`src/rtl/periph_bus_arbiter.sv`:
```
// Round-robin arbiter sharing the peripheral register bus between two masters.
// Each access runs IDLE -> ISSUE (one-cycle strobe) -> CAPTURE (registered ack/err/rdata).
module periph_bus_arbiter #(
    parameter logic [31:0] ADDR_BASE = 32'h4000_0000,
    parameter logic [31:0] ADDR_SPAN = 32'h20
) (
    input  logic        clk,
    input  logic        reset,
    input  logic        m0_req,
    input  logic        m0_wr,
    input  logic [31:0] m0_addr,
    input  logic [31:0] m0_wdata,
    output logic        m0_gnt,
    output logic        m0_ack,
    output logic        m0_err,
    output logic [31:0] m0_rdata,
    input  logic        m1_req,
    input  logic        m1_wr,
    input  logic [31:0] m1_addr,
    input  logic [31:0] m1_wdata,
    output logic        m1_gnt,
    output logic        m1_ack,
    output logic        m1_err,
    output logic [31:0] m1_rdata,
    output logic        bus_rd,
    output logic        bus_wr,
    output logic [31:0] bus_addr,
    output logic [31:0] bus_wdata,
    input  logic [31:0] bus_rdata,
    input  logic        bus_r_acc,
    input  logic        bus_w_acc
);

    typedef enum logic [1:0] {
        S_IDLE    = 2'd0,
        S_ISSUE   = 2'd1,
        S_CAPTURE = 2'd2
    } state_t;

    state_t      r_state;
    state_t      w_next;
    logic        r_last;
    logic        r_owner;
    logic        r_wr;
    logic [31:0] r_addr;
    logic [31:0] r_wdata;
    logic        r_m0_ack;
    logic        r_m0_err;
    logic        r_m1_ack;
    logic        r_m1_err;
    logic [31:0] r_m0_rdata;
    logic [31:0] r_m1_rdata;

    logic        w_req0;
    logic        w_req1;
    logic        w_grant;
    logic        w_sel;
    logic        w_rd;
    logic        w_wr;
    logic        w_gnt0;
    logic        w_gnt1;
    logic [31:0] w_off;
    logic        w_bad;
    logic        w_acc;
    logic        w_ok;

    // A master is still dropping its request in the cycle it sees ack/err.
    assign w_req0 = m0_req & ~r_m0_ack & ~r_m0_err;
    assign w_req1 = m1_req & ~r_m1_ack & ~r_m1_err;

    // Offset wraps to a huge value below ADDR_BASE, so one compare covers both bounds.
    assign w_off = r_addr - ADDR_BASE;
    assign w_bad = (w_off >= ADDR_SPAN) || (r_addr[1:0] != 2'b00);
    assign w_acc = r_wr ? bus_w_acc : bus_r_acc;
    assign w_ok  = ~w_bad & w_acc;

    always_ff @(posedge clk or posedge reset) begin
        if (reset) begin
            r_state <= S_IDLE;
        end else begin
            r_state <= w_next;
        end
    end

    always_comb begin
        w_next  = r_state;
        w_grant = 1'b0;
        w_sel   = 1'b0;
        w_rd    = 1'b0;
        w_wr    = 1'b0;
        w_gnt0  = 1'b0;
        w_gnt1  = 1'b0;
        case (r_state)
            S_IDLE: begin
                if (w_req0 || w_req1) begin
                    w_grant = 1'b1;
                    w_sel   = (w_req0 && w_req1) ? ~r_last : w_req1;
                    w_next  = S_ISSUE;
                end
            end
            S_ISSUE: begin
                w_gnt0 = ~r_owner;
                w_gnt1 = r_owner;
                if (!w_bad) begin
                    w_rd = ~r_wr;
                    w_wr = r_wr;
                end
                w_next = S_CAPTURE;
            end
            S_CAPTURE: begin
                w_gnt0 = ~r_owner;
                w_gnt1 = r_owner;
                w_next = S_IDLE;
            end
            default: w_next = S_IDLE;
        endcase
    end

    always_ff @(posedge clk or posedge reset) begin
        if (reset) begin
            r_last     <= 1'b1;
            r_owner    <= 1'b0;
            r_wr       <= 1'b0;
            r_addr     <= '0;
            r_wdata    <= '0;
            r_m0_ack   <= 1'b0;
            r_m0_err   <= 1'b0;
            r_m1_ack   <= 1'b0;
            r_m1_err   <= 1'b0;
            r_m0_rdata <= '0;
            r_m1_rdata <= '0;
        end else begin
            r_m0_ack <= 1'b0;
            r_m0_err <= 1'b0;
            r_m1_ack <= 1'b0;
            r_m1_err <= 1'b0;
            if (w_grant) begin
                r_owner <= w_sel;
                r_last  <= w_sel;
                r_wr    <= w_sel ? m1_wr    : m0_wr;
                r_addr  <= w_sel ? m1_addr  : m0_addr;
                r_wdata <= w_sel ? m1_wdata : m0_wdata;
            end
            if (r_state == S_CAPTURE) begin
                if (r_owner == 1'b0) begin
                    r_m0_ack <= w_ok;
                    r_m0_err <= ~w_ok;
                    if (w_ok && !r_wr) begin
                        r_m0_rdata <= bus_rdata;
                    end
                end else begin
                    r_m1_ack <= w_ok;
                    r_m1_err <= ~w_ok;
                    if (w_ok && !r_wr) begin
                        r_m1_rdata <= bus_rdata;
                    end
                end
            end
        end
    end

    assign m0_gnt    = w_gnt0;
    assign m1_gnt    = w_gnt1;
    assign m0_ack    = r_m0_ack;
    assign m0_err    = r_m0_err;
    assign m1_ack    = r_m1_ack;
    assign m1_err    = r_m1_err;
    assign m0_rdata  = r_m0_rdata;
    assign m1_rdata  = r_m1_rdata;
    assign bus_rd    = w_rd;
    assign bus_wr    = w_wr;
    assign bus_addr  = r_addr;
    assign bus_wdata = r_wdata;

endmodule

```
`config.mk`:
```
export PLATFORM = sky130hd
export DESIGN_NAME = periph_bus_arbiter
export DESIGN_NICKNAME = d
export VERILOG_FILES = /design/src/rtl/periph_bus_arbiter.sv
export SDC_FILE = /design/constraint.sdc
export NUM_CORES = 1
export LEC_CHECK = 0
export ABC_CLOCK_PERIOD_IN_PS = 10400
export BUFFER_PORTS_ARGS = -buffer_cell sky130_fd_sc_hd__buf_2
export CAP_MARGIN = 10
export CORE_AREA = 2 2 118 120
export DETAILED_ROUTE_END_ITERATION = 10
export DIE_AREA = 0 0 120 122
export PLACE_DENSITY = 0.86
export SYNTH_ARGS = -nofsm -noshare
export SYNTH_HDL_FRONTEND = slang
export SYNTH_SLANG_ARGS = --single-unit
```
`constraint.sdc`:
```
create_clock -name clk -period 10.4 [get_ports clk]
set_input_delay 1.56 -clock clk [delete_from_list [all_inputs] [get_ports clk]]
set_output_delay 1.56 -clock clk [all_outputs]
set_load 0.02 [all_outputs]
```
# Word level (Yosys, flattened, before mapping)
# Index checks and enable logic that the tools add are counted.
[totals]
n_memories = 0
output_inout_bits = 136
register_bits = 137
mem_bits_rw = 0
latchBits = 0
elab_cells = 66
mem_bits_ro = 0
inputBits = 168
[classes]
n_mux = 25
add_sub_neg = 1
mul = 0
bitwise_logic = 14
shifts = 0
n_eq_ne = 3
reduce_logical = 10
div = 0
magnitude_cmp = 1
[ops]
columns = ["op", "count"]
rows = [
  ["$mux 32", 2],
  ["$ge 32x6->1 const B", 1],
  ["$sub 32x31->32 const B", 1],
  ["$mux 1", 21],
  ["$not 1->1", 9],
  ["$reduce_and 3->1", 2],
  ["$and 1x1->1", 5],
  ["$pmux 2 s2", 1],
  ["$eq 2x1->1 const B", 1],
  ["$eq 2x2->1 const B", 1],
  ["$logic_and 1x1->1", 2],
  ["$logic_not 2->1", 1],
  ["$logic_or 1x1->1", 2],
  ["$mux 2", 1],
  ["$ne 2x2->1 const B", 1],
  ["$reduce_bool 2->1", 1],
  ["$reduce_or 2->1", 1],
  ["$logic_not 1->1", 1],
]

# Depth between registers and ports, before layout
[depth]
word_depth = 8
mapped_depth = 8
depth_no_buf = 6

# Least setup slack after synthesis
# Ideal clock, no wire load.
[synth_path]
kind = "reg2out"
startpoint = "register r_addr[12], in the netlist bus_addr[12]"
endpoint = "output bus_rd"
arrival_time_ns = 1.398
stages_incl_launch_ff = 5
required_time_ns = 8.840
path_buffers = 0
path_slack_ns = 7.442
cell_sequence = "dfrtp_1 -> nor4_4 -> nand4_4 -> nor2_1 -> and3b_1"
[synth_via]
elab_chain_cells = 5
[synth_lines]
columns = ["item", "line", "text"]
rows = [
  ["from (decl)", "45", "logic [31:0] r_addr;"],
  ["from (signal assigned)", "141", "r_addr <= w_sel ? m1_addr : m0_addr;"],
  ["$sub 32x31->32", "72", "assign w_off = r_addr - ADDR_BASE;"],
  ["$ge 32x6->1", "73", "assign w_bad = (w_off >= ADDR_SPAN) || (r_addr[1:0] != 2'b00);"],
  ["$logic_or 1x1->1", "73", ""],
  ["$mux 1", "104", "if (!w_bad) begin"],
  ["$mux 1", "93", "case (r_state)"],
  ["to (decl)", "25", "output logic bus_rd,"],
]
# No other way between the ends.

# Final worst setup path
[layout_path]
startpoint = "register r_addr[20], in the netlist bus_addr[20]"
endpoint = "output bus_rd"
# Same word-level chain as after synthesis.

==> parameters.txt <==
Parameter                              Value

Clock network
  Clk Latency, worst-skew pair ... 0.41 ns
  Clock-pin transition on the worst setup and hold timing paths ... 0.06 ns
  TritonCTS clock tree ... built
  Num CTS Buffers ... 17
  H-tree Lvls ... 4
  Buffer cell driving the clock tree root ... clkbuf_16
  Bufs on Longest Clock Path ... 2
  Number of resized instances in the post-cts repair step ... 0
  Hold buffer count at CTS ... 0
  Post-CTS Setup Bufs ... 0
  CTS Sinks ... 137

Logic synthesis
  Share of the yosys chip area belonging to registers ... about 55%
  Mapped Cells ... roughly 470
  Unique cell type count in the Yosys netlist ... 29
  Number of synthesized register bits ... 137
  Net count of the mapped netlist ... 637
  Cell area after technology mapping ... 6201 sq um
  Synth Area per Inst ... 13.31 sq um
  Number of flops mapped to enable cells by yosys ... 0
  Yosys Warn Count ... 0
  Dominant synthesized flop cell ... dfrtp_1
  FFs w/ async S/R, synth ... 100.0%

Power and ir drop
  Power Dens Cells ... 264.5 nW/um^2
  Peak supply drop ... 0.1420 mV
  Pleak ... roughly 4.4 nW

Floorplanning
  Floorplan die height ... roughly 120 um
  Area of the die ... between 10,000 and 15,000 sq um
  Number of standard-cell rows in the floorplan ... 43
  Top-level I/O count ... 304
  Core Region ... around 14,000 sq um
  Effective utilization at floorplan ... 45.92%
  Horizontal die dimension ... 120 um

Route
  Post-route DRC ... 0
  Count of TritonRoute iterations in the first routing pass ... 4
  Antenna Violating Nets Remaining ... 0
  Routed vias/inst ... 4.925
  First-iteration detailed-routing DRC count ... 210
  Detailed-route via count ... 4,723
  Total routed wirelength ... 15,930 um
  WL/cell ... 16.61 um

Layout
  Footprint of the multi-input gates ... 2609 sq um
  Share of cells above drive strength 1 ... 53.79%
  Highest-count cells in the layout ignoring fill and taps ... buf_2 (303), dfrtp_1 (136), nand2_1 (68), mux2i_1 (65)
  Final antenna diode count ... 0
  Utilization after layout ... 62.74%
  Sequential cell area ... 3430 sq um
  Net total in the final layout ... 937
  Area growth from synthesis to layout ... 36.62%
  Most common library cell in the layout ignoring fill and taps ... buf_2
  Number of fill cells ... 1,039

Timing
  Setup Skew ... 0.009009 ns
  Setup TNS after final layout ... 0 ns
  Slew at the pin closest to its max-slew limit ... 1.141 ns
  Max Transition Viols Final ... 0
  Fin crit share ... 35.58%
  Final worst slack ... 6.700 ns
  Unrepaired setup endpoints after global routing ... no
  Final hold vios ... 0
  Final count of negative-setup-slack endpoints ... 0
  Tightest slew margin relative to the limit ... 23.95%
  Minimum clock period after layout ... roughly 3.7 ns
  Timing-limited maximum frequency ... 270.3 MHz

Place
  Place WS ... 6.891 ns
  HPWL reported at the end of detailed placement ... approximately 11,000 um
  Final weighted congestion in routability-driven placement ... 0.7919
  Number of buffer cells added on primary ports ... 303

Run status
  Status ... finished, final reports clean

Worst setup path
  Signal arrival time at the worst endpoint ... 2.14 ns
  Crit. End Element ... output port
  Critical path launch point type ... register
  Worst-path fanout max ... 5
  Crit path required time ... approximately 9 ns
  Setup Crit Path Kind ... register to output port

Global routing
  Total global-route track usage ... 21.62%
  Global-route wire length before repair ... 24,760 um
  Number of antenna violations at the first check in global routing ... 0
  Overflow left after global routing ... 0
  Vias in the first global route ... 4,898
  Largest net degree at the start of global routing ... between 100 and 150

Min path
  Type of the worst min-delay path ... register to register

Job
  Number of maximum-capacitance violations ... 0
==> cell type report <==
cell class,count,area share (%)
Sequential cell,137,40.48
Multi-Input combinational cell,299,30.79
Timing Repair Buffer,308,18.34
Clock buffer,17,5.021
Tap cell,180,2.658
Clock inverter,15,2.511
Inverter,3,0.1920
==> per-layer routing <==
| metal | wire, um | vias up | track usage, % |
|---|---|---|---|
| li1 | - | 2231 | - |
| met1 | 6326 | 2288 | 24.43 |
| met2 | 8375 | 187 | 39.42 |
| met3 | 991 | 17 | 5.758 |
| met4 | 239 | 0 | 7.500 |
| met5 | 0 | - | 0 |
==> report_power, final <==
group | switching [mW] | leakage [nW] | total, mW | internal [mW]
logic | 0.490 | 2.33 | 0.783 | 0.293
registers | 0.126 | 1.73 | 0.811 | 0.685
clock network | 0.239 | 0.313 | 0.647 | 0.408
total | 0.855 | 4.37 | 2.24 | 1.39
==> worst paths after layout <==
check                                         startpoint                        to  slack, ns  cells past startpoint
worst max-delay path            bus_addr[20]$_DFFE_PP0P_                    bus_rd       6.70                      5
worst min-delay path            bus_wdata[3]$_DFFE_PP0P_  bus_wdata[3]$_DFFE_PP0P_       0.48                      2
worst max register to register  bus_addr[20]$_DFFE_PP0P_  m0_rdata[29]$_DFFE_PP0P_       7.69                      5
worst min register to register  bus_wdata[3]$_DFFE_PP0P_  bus_wdata[3]$_DFFE_PP0P_       0.48                      2
max in group asynchronous                          reset  m0_rdata[24]$_DFFE_PP0P_       7.86                      3
min in group asynchronous                          reset   m1_rdata[0]$_DFFE_PP0P_       1.24                      2
==> stage by stage <==
stage               cells  area [sq um]  total power [mW]  hold slack (ns)
CTS                   959          8472             2.265           0.4802
global route          959          8472             2.371           0.4970
floorplan             466          6201             1.328           0.4903
finish                959          8472             2.241           0.4789
global placement      927          7834             1.583           0.4553
detailed placement    927          7834             1.611           0.4660
==> worst max-delay path, cell delays in order (launching register included) <==
cell     delay [ns]
dfrtp_1        0.44
nor4_4         0.36
nand4_4        0.23
nor2_1         0.27
and3b_1        0.24
buf_2          0.19
==> sequential cells by signal (all words and copies together) (netlist names) <==
register   flops
bus_addr      32
bus_wdata     32
m0_ack         1
m0_err         1
m0_rdata      32
m1_ack         1
m1_err         1
m1_rdata      32
r_last         1
r_owner        1
r_state        2
r_wr           1
==> cells by family (layout without fill, tap and decap cells) <==
family          count (synthesis)  count (layout)  share of synthesized area, %
fa+ha+maj                       3               3                        0.6054
simple gates                   94              94                         9.140
flops                         137             137                         55.31
compound gates                 72              72                         6.033
mux                           130             130                         25.93
buf+inv                        30             343                         2.986
==> Yosys cell counts, types with 2 or more instances <==
library cell	instances	share of area [%]
dfrtp_1	136	55
nand2_1	68	4.1
mux2i_1	65	10
mux2_4	60	15
o21ai_0	60	4.8
clkbuf_1	13	0.79
nor4_4	8	2.7
buf_8	6	1.5
o21ai_1	6	0.48
mux2_2	5	0.91
nor2_1	5	0.30
buf_1	4	0.24
buf_2	4	0.32
ha_1	3	0.61
inv_1	3	0.18
nor3b_1	3	0.36
a21o_1	2	0.24
nand2b_1	2	0.20
nand4_4	2	0.69
nor2b_1	2	0.20
(Power assumes the default switching activity.)
